**src/rtl/mem_pkg.sv**
```systemverilog
// Shared types, encodings and helpers for the EX/MEM memory access unit.
package mem_pkg;

  localparam int unsigned XLEN                   = 64;
  localparam int unsigned STRB_W                 = XLEN / 8;
  localparam int unsigned TIMEOUT_CYCLES_DEFAULT = 255;

  typedef logic [1:0] state_t;
  localparam state_t ST_IDLE   = 2'd0;
  localparam state_t ST_ACCESS = 2'd1;
  localparam state_t ST_DONE   = 2'd2;

  localparam logic [2:0] F3_LB  = 3'b000;
  localparam logic [2:0] F3_LH  = 3'b001;
  localparam logic [2:0] F3_LW  = 3'b010;
  localparam logic [2:0] F3_LD  = 3'b011;
  localparam logic [2:0] F3_LBU = 3'b100;
  localparam logic [2:0] F3_LHU = 3'b101;
  localparam logic [2:0] F3_LWU = 3'b110;
  localparam logic [2:0] F3_SB  = 3'b000;
  localparam logic [2:0] F3_SH  = 3'b001;
  localparam logic [2:0] F3_SW  = 3'b010;
  localparam logic [2:0] F3_SD  = 3'b011;

  // Request captured at issue and held for the whole bus transaction
  typedef struct packed {
    logic [XLEN-1:0]   addr;
    logic [XLEN-1:0]   wdata;
    logic [STRB_W-1:0] wstrb;
    logic              we;
    logic [2:0]        funct3;
  } mem_cmd_t;

  // funct3[1:0] encodes the access size for both loads and stores
  function automatic logic is_aligned(input logic [2:0] funct3, input logic [2:0] lane);
    case (funct3[1:0])
      2'b00:   is_aligned = 1'b1;
      2'b01:   is_aligned = ~lane[0];
      2'b10:   is_aligned = (lane[1:0] == 2'b00);
      default: is_aligned = (lane == 3'b000);
    endcase
  endfunction

  function automatic logic [STRB_W-1:0] store_strb(input logic [2:0] funct3, input logic [2:0] lane);
    case (funct3[1:0])
      2'b00:   store_strb = 8'h01 << lane;
      2'b01:   store_strb = 8'h03 << lane;
      2'b10:   store_strb = 8'h0F << lane;
      default: store_strb = 8'hFF;
    endcase
  endfunction

endpackage

```
**src/rtl/mem_access_unit_if.sv**
```systemverilog
// Doubleword data-memory bus between the access unit (master) and memory (slave).
interface mem_access_unit_if;
  import mem_pkg::*;

  logic              mem_req;
  logic              mem_we;
  logic [XLEN-1:0]   mem_addr;
  logic [XLEN-1:0]   mem_wdata;
  logic [STRB_W-1:0] mem_wstrb;
  logic              mem_ack;
  logic [XLEN-1:0]   mem_rdata;

  modport master (
    output mem_req, mem_we, mem_addr, mem_wdata, mem_wstrb,
    input  mem_ack, mem_rdata
  );

  modport slave (
    input  mem_req, mem_we, mem_addr, mem_wdata, mem_wstrb,
    output mem_ack, mem_rdata
  );
endinterface

```
**src/rtl/load_formatter.sv**
```systemverilog
// Extracts the addressed bytes from a read doubleword and sign/zero-extends them.
module load_formatter
  import mem_pkg::*;
(
  input  logic [XLEN-1:0] rdata_i,
  input  logic [2:0]      lane_i,
  input  logic [2:0]      funct3_i,
  output logic [XLEN-1:0] result_c_o
);

  logic [XLEN-1:0] shifted;

  assign shifted = rdata_i >> {lane_i, 3'b000};

  always_comb begin
    result_c_o = shifted;
    case (funct3_i)
      F3_LB:   result_c_o = {{56{shifted[7]}}, shifted[7:0]};
      F3_LH:   result_c_o = {{48{shifted[15]}}, shifted[15:0]};
      F3_LW:   result_c_o = {{32{shifted[31]}}, shifted[31:0]};
      F3_LBU:  result_c_o = {56'd0, shifted[7:0]};
      F3_LHU:  result_c_o = {48'd0, shifted[15:0]};
      F3_LWU:  result_c_o = {32'd0, shifted[31:0]};
      default: result_c_o = shifted;
    endcase
  end

endmodule

```
**src/rtl/mem_access_unit.sv**
```systemverilog
// MEM-stage access unit: issues one bus transaction per load/store, stalls the
// pipeline until it completes, and reports misaligned/illegal ops and timeouts.
module mem_access_unit
  import mem_pkg::*;
#(
  parameter int unsigned TIMEOUT_CYCLES = TIMEOUT_CYCLES_DEFAULT
) (
  input  logic                clk,
  input  logic                reset,
  input  logic                EX_MEM_valid,
  input  logic                EX_MEM_MemRead,
  input  logic                EX_MEM_MemWrite,
  input  logic [2:0]          EX_MEM_funct3,
  input  logic [XLEN-1:0]     EX_MEM_Result,
  input  logic [XLEN-1:0]     EX_MEM_WriteData,
  mem_access_unit_if.master   bus,
  output logic [XLEN-1:0]     Read_Data,
  output logic                mem_stall,
  output logic                access_fault,
  output logic                bus_error
);

  localparam int unsigned CNT_W = $clog2(TIMEOUT_CYCLES + 1);

  state_t          state_q, state_d;
  logic [CNT_W-1:0] cnt_q, cnt_d;
  mem_cmd_t        cmd_q, cmd_d, cmd_new;
  logic [XLEN-1:0] rdata_q, rdata_d;
  logic [XLEN-1:0] load_fmt;
  logic            mem_op, op_ok;
  logic            stall_c, fault_c, berr_c;

  assign mem_op = EX_MEM_valid & (EX_MEM_MemRead | EX_MEM_MemWrite);
  assign op_ok  = (EX_MEM_funct3 != 3'b111)
                & ~(EX_MEM_MemWrite & EX_MEM_funct3[2])
                & ~(EX_MEM_MemRead & EX_MEM_MemWrite)
                & is_aligned(EX_MEM_funct3, EX_MEM_Result[2:0]);

  always_comb begin
    cmd_new        = '0;
    cmd_new.addr   = EX_MEM_Result;
    cmd_new.we     = EX_MEM_MemWrite;
    cmd_new.funct3 = EX_MEM_funct3;
    if (EX_MEM_MemWrite) begin
      cmd_new.wdata = EX_MEM_WriteData << {EX_MEM_Result[2:0], 3'b000};
      cmd_new.wstrb = store_strb(EX_MEM_funct3, EX_MEM_Result[2:0]);
    end
  end

  load_formatter u_load_formatter (
    .rdata_i    (bus.mem_rdata),
    .lane_i     (cmd_q.addr[2:0]),
    .funct3_i   (cmd_q.funct3),
    .result_c_o (load_fmt)
  );

  // Next-state, datapath updates and per-cycle status
  always_comb begin
    state_d = state_q;
    cnt_d   = cnt_q;
    cmd_d   = cmd_q;
    rdata_d = rdata_q;
    stall_c = 1'b0;
    fault_c = 1'b0;
    berr_c  = 1'b0;
    case (state_q)
      ST_IDLE: begin
        if (mem_op && !op_ok) begin
          fault_c = 1'b1;
          rdata_d = '0;
        end else if (mem_op) begin
          stall_c = 1'b1;
          cmd_d   = cmd_new;
          cnt_d   = '0;
          state_d = ST_ACCESS;
        end
      end
      ST_ACCESS: begin
        stall_c = 1'b1;
        if (bus.mem_ack) begin
          if (!cmd_q.we) rdata_d = load_fmt;
          cnt_d   = '0;
          state_d = ST_DONE;
        end else if (cnt_q == CNT_W'(TIMEOUT_CYCLES - 1)) begin
          berr_c  = 1'b1;
          rdata_d = '0;
          cnt_d   = '0;
          state_d = ST_DONE;
        end else begin
          cnt_d = cnt_q + CNT_W'(1);
        end
      end
      // One bubble lets the pipeline advance past the completed instruction
      ST_DONE: state_d = ST_IDLE;
      default: state_d = ST_IDLE;
    endcase
  end

  always_ff @(posedge clk or negedge reset) begin
    if (!reset) begin
      state_q <= ST_IDLE;
      cnt_q   <= '0;
      cmd_q   <= '0;
      rdata_q <= '0;
    end else begin
      state_q <= state_d;
      cnt_q   <= cnt_d;
      cmd_q   <= cmd_d;
      rdata_q <= rdata_d;
    end
  end

  assign bus.mem_req   = (state_q == ST_ACCESS);
  assign bus.mem_we    = cmd_q.we;
  assign bus.mem_addr  = {cmd_q.addr[XLEN-1:3], 3'b000};
  assign bus.mem_wdata = cmd_q.wdata;
  assign bus.mem_wstrb = cmd_q.wstrb;

  assign Read_Data    = rdata_q;
  assign mem_stall    = reset & stall_c;
  assign access_fault = reset & fault_c;
  assign bus_error    = reset & berr_c;

endmodule
```
**src/flat_wrapper.sv**
```systemverilog
// flat-port wrapper written by rule: the top's interface ports become plain ports
module mem_access_unit_flat import mem_pkg::*;
#(
  parameter int unsigned TIMEOUT_CYCLES = TIMEOUT_CYCLES_DEFAULT
)
  (clk, reset, EX_MEM_valid, EX_MEM_MemRead, EX_MEM_MemWrite, EX_MEM_funct3, EX_MEM_Result, EX_MEM_WriteData, Read_Data, mem_stall, access_fault, bus_error, bus_mem_req, bus_mem_we, bus_mem_addr, bus_mem_wdata, bus_mem_wstrb, bus_mem_ack, bus_mem_rdata);
  mem_access_unit_if bus_i ();
  input  logic clk;
  input  logic reset;
  input  logic EX_MEM_valid;
  input  logic EX_MEM_MemRead;
  input  logic EX_MEM_MemWrite;
  input  logic [2:0] EX_MEM_funct3;
  input  logic [XLEN-1:0] EX_MEM_Result;
  input  logic [XLEN-1:0] EX_MEM_WriteData;
  output logic [XLEN-1:0] Read_Data;
  output logic mem_stall;
  output logic access_fault;
  output logic bus_error;
  output wire logic [$bits(bus_i.mem_req)-1:0] bus_mem_req;
  output wire logic [$bits(bus_i.mem_we)-1:0] bus_mem_we;
  output wire logic [$bits(bus_i.mem_addr)-1:0] bus_mem_addr;
  output wire logic [$bits(bus_i.mem_wdata)-1:0] bus_mem_wdata;
  output wire logic [$bits(bus_i.mem_wstrb)-1:0] bus_mem_wstrb;
  input wire logic [$bits(bus_i.mem_ack)-1:0] bus_mem_ack;
  input wire logic [$bits(bus_i.mem_rdata)-1:0] bus_mem_rdata;
  assign bus_mem_req = bus_i.mem_req;
  assign bus_mem_we = bus_i.mem_we;
  assign bus_mem_addr = bus_i.mem_addr;
  assign bus_mem_wdata = bus_i.mem_wdata;
  assign bus_mem_wstrb = bus_i.mem_wstrb;
  assign bus_i.mem_ack = bus_mem_ack;
  assign bus_i.mem_rdata = bus_mem_rdata;
  mem_access_unit #(.TIMEOUT_CYCLES(TIMEOUT_CYCLES)) u_core (.clk(clk), .reset(reset), .EX_MEM_valid(EX_MEM_valid), .EX_MEM_MemRead(EX_MEM_MemRead), .EX_MEM_MemWrite(EX_MEM_MemWrite), .EX_MEM_funct3(EX_MEM_funct3), .EX_MEM_Result(EX_MEM_Result), .EX_MEM_WriteData(EX_MEM_WriteData), .bus(bus_i), .Read_Data(Read_Data), .mem_stall(mem_stall), .access_fault(access_fault), .bus_error(bus_error));
endmodule
```
**config.mk**
```make
export PLATFORM = sky130hd
export DESIGN_NAME = mem_access_unit_flat
export DESIGN_NICKNAME = d
export VERILOG_FILES = /design/src/rtl/mem_pkg.sv /design/src/rtl/mem_access_unit_if.sv /design/src/rtl/load_formatter.sv /design/src/rtl/mem_access_unit.sv /design/src/flat_wrapper.sv
export SDC_FILE = /design/constraint.sdc
export NUM_CORES = 1
export LEC_CHECK = 0
export CAP_MARGIN = 40
export CELL_PAD_IN_SITES_DETAIL_PLACEMENT = 0
export CELL_PAD_IN_SITES_GLOBAL_PLACEMENT = 1
export CORE_MARGIN = 8
export CORE_UTILIZATION = 49
export DETAILED_ROUTE_END_ITERATION = 6
export DONT_BUFFER_PORTS = 1
export HOLD_SLACK_MARGIN = 0.05
export PLACE_DENSITY = 0.91
export SLEW_MARGIN = 10
export SYNTH_ARGS = -nofsm -noshare
export SYNTH_HDL_FRONTEND = slang
export SYNTH_HIERARCHICAL = 1
export SYNTH_SLANG_ARGS = --single-unit
```
**constraint.sdc**
```tcl
create_clock -name clk -period 2.5 [get_ports clk]
set_input_delay 0.375 -clock clk [delete_from_list [all_inputs] [get_ports clk]]
set_output_delay 0.375 -clock clk [all_outputs]
set_load 0.03 [all_outputs]
```
==> flow_summary.json <==
{
  "status": "finished, violations left",
  "violations": "hold timing",
  "cts.sinks": 214,
  "hold_path.class": "in2async",
  "synth-seq-cells": 214,
  "num-nets-final": 1420,
  "postCtsHoldBufs": 75,
  "tightest_slew_ns": 0.852,
  "grt_pass1_wl_microns": 63800,
  "grt_pass1_vias": 10100,
  "grt_max_degree": 218,
  "vias_per_cell": 6.36,
  "fp.dieW_microns": 181,
  "route.detailed.drc": 0,
  "io_buffers": 0,
  "slew_headroom": 0.431,
  "dieArea_sq_um": 32800,
  "worstPathRequired_ns": 2.95,
  "startpoint_type": "flip-flop",
  "setup_viol": 0,
  "syn2layout_area_growth_pct": 5.44,
  "peakVddDrop_v": 0.000486,
  "placedInstanceArea_sq_um": 12600,
  "rsz0062_at_grt": "no",
  "fin_crit_ns": 2.41,
  "tritoncts": "built",
  "cts_buffers": 23,
  "fin_crit_sh": 0.963,
  "dp_slack_ns": 0.173,
  "worstSetupEndpointType": "flip-flop",
  "final_hold_viol_count": 214,
  "clk_latency_ns": 0.52,
  "dp.final_hpwl_microns": 30600,
  "clockBufferDepth": 3,
  "vias": 9974,
  "timing.final.ws_setup_ns": 0.0936,
  "drv_slew": 0,
  "num_rows": 60,
  "synth_flop_cell": "dfrtp_1",
  "htreeDepth": 1,
  "ant_nets": 0,
  "grt_use_total": 0.250,
  "die_height_microns": 181,
  "final_common_cell": "dfrtp_1",
  "drt-initial-drc-count": 1026,
  "worstSetupPathType": "reg2reg",
  "postCtsSetupRepairBufs": 0,
  "cp_max_fo": 56,
  "syn_area_sq_um": 13400,
  "yosysWarnings": 6,
  "p_leak_nw": 6.24,
  "synth_cells": 1313,
  "synthArstFlopShare": 1.00,
  "fin_setup_tns_ns": 0,
  "syn_area_per_cell_sq_um": 10.2,
  "fin_area_sq_um": 14100,
  "timing.fmax_ghz": 0.416,
  "wirelength_microns": 43000,
  "clk_pin_slew_worst_paths_ns": 0.06,
  "drive_above_1_share": 0.179,
  "finClkSkew_ns": 0.0211,
  "ios": 406,
  "grt-ovfl-total": 0,
  "fp.coreArea_sq_um": 26900,
  "layout_common_cells": "212 x dfrtp_1, 177 x nand2_1, 103 x o21ai_0",
  "gp_congestion": 0.886,
  "cts-root-buf": "clkbuf_16",
  "synth.distinct_cells": 67,
  "detail_route.wl_per_cell_microns": 27.4,
  "initial_core_util": 0.497,
  "cap_violations": 0,
  "whs_ns": -0.436,
  "arrival_ns": 2.86,
  "ys_seq_area_frac": 0.401,
  "antenna_found_initial": 2,
  "first_pass_iters": 5,
  "p_per_area_nw_per_um2": 987,
  "synth_edf_count": 0
}
-- cell families after synthesis --
kind of cell / count (synthesis) / synth area share
compound gates: 287 / 0.153
fa+ha+maj: 7 / 0.00655
buf+inv: 257 / 0.121
flops: 214 / 0.401
mux: 202 / 0.195
other cells: 1 / 0.000281
simple gates: 345 / 0.123
-- critical path: stages (launching register included) --
cell and delay [ns]:
dfrtp_2 0.49, mux2i_1 0.17, mux4_2 0.50, or4_4 0.73
o2111ai_1 0.25, a22o_1 0.17
-- timing repair --
action	4_1_cts	5_1_grt
endpoints found under the hold margin	310	214
endpoints found under the setup margin	0	2
resized for setup	0	3
-- metrics by stage --
step	util	total power [W]	instances
after CTS	0.523	0.0139	1566
final	0.524	0.0139	1568
after detailed placement	0.469	0.0105	1452
after global placement	0.469	0.0104	1452
after global routing	0.524	0.0145	1567
after floorplan	-	0.0104	1315
-- path summary, 6_finish.rpt --
| path | from | to | slack, ns | depth (start not counted) |
|---|---|---|---|---|
| max in group asynchronous | reset | u_core/bus.mem_wdata[41]$_DFFE_PN0P_ | 2.64 | 0 |
| setup reg to reg | u_core/cmd_q[77]$_DFFE_PN0P_ | u_core/Read_Data[54]$_DFFE_PN0P_ | 0.09 | 5 |
| min in group clk | EX_MEM_funct3[0] | u_core/cmd_q[0]$_DFFE_PN0P_ | 0.09 | 2 |
| hold reg to reg | u_core/cnt_q[6]$_DFFE_PN0P_ | u_core/cnt_q[6]$_DFFE_PN0P_ | 0.53 | 1 |
| hold / removal | reset | u_core/Read_Data[11]$_DFFE_PN0P_ | -0.44 | 0 |
| setup / recovery | u_core/cmd_q[77]$_DFFE_PN0P_ | u_core/Read_Data[54]$_DFFE_PN0P_ | 0.09 | 5 |
-- synth_stat cells (all sizes together), types with 3 or more instances --
master,number,area (sq um)
or2,3,18.8
clkbuf,47,176
a22o,66,578
nand2b,8,50.1
o211ai,3,22.5
dfrtp,214,5360
o22ai,4,25.0
o2bb2ai,8,70.1
o41ai,4,76.3
nand3,29,165
a221o,5,50.1
a22oi,4,30.0
and3,9,56.3
nor3,6,35.0
o31ai,25,193
nor2b,21,131
buf,196,1390
a2bb2oi,7,61.3
a211oi,4,42.5
o2111ai,5,43.8
o221ai,6,52.6
mux2,80,901
and2,13,83.8
ha,7,87.6
o21ai,103,515
nand2,177,664
a21o,4,30.0
nor2,35,134
inv,13,48.8
mux2i,83,831
a21oi,29,149
nand4,31,194
mux4,39,878
-- layer usage --
layer  global-route usage  wire, microns  vias to the layer above
met5                    0             10                        -
met4               0.0794           1420                        2
met3               0.0999           5370                       91
met2                0.442          21500                      555
met1                0.269          14600                     4911
li1                     -              -                     4415
-- sequential cells by signal (all words and copies together) (netlist names) --
signal,count
u_core/bus.mem_addr,61
u_core/cmd_q,6
u_core/cnt_q,8
u_core/bus.mem_wstrb,8
u_core/bus.mem_wdata,64
u_core/Read_Data,64
u_core/state_q,2
u_core/bus.mem_we,1
-- layout make-up --
class                   instances  area (sq um)
fillers                      2372         12800
multi-input cells             844          6400
flip-flops and latches        214          5360
repair buffers                115          1130
clock buffers                  31           636
well taps                     341           427
clock inverters                 8          73.8
inverters                      14          52.6
diodes                          1          2.50
-- power by group --
| part | leakage (nW) | switching [W] | total (W) | internal, W |
|---|---|---|---|---|
| Clock | 0.346 | 0.00140 | 0.00328 | 0.00188 |
| Sequential | 2.80 | 0.00247 | 0.00675 | 0.00428 |
| Combinational | 3.10 | 0.00196 | 0.00387 | 0.00191 |
| Total | 6.24 | 0.00583 | 0.0139 | 0.00807 |
Power figures use the tool's default switching activity.
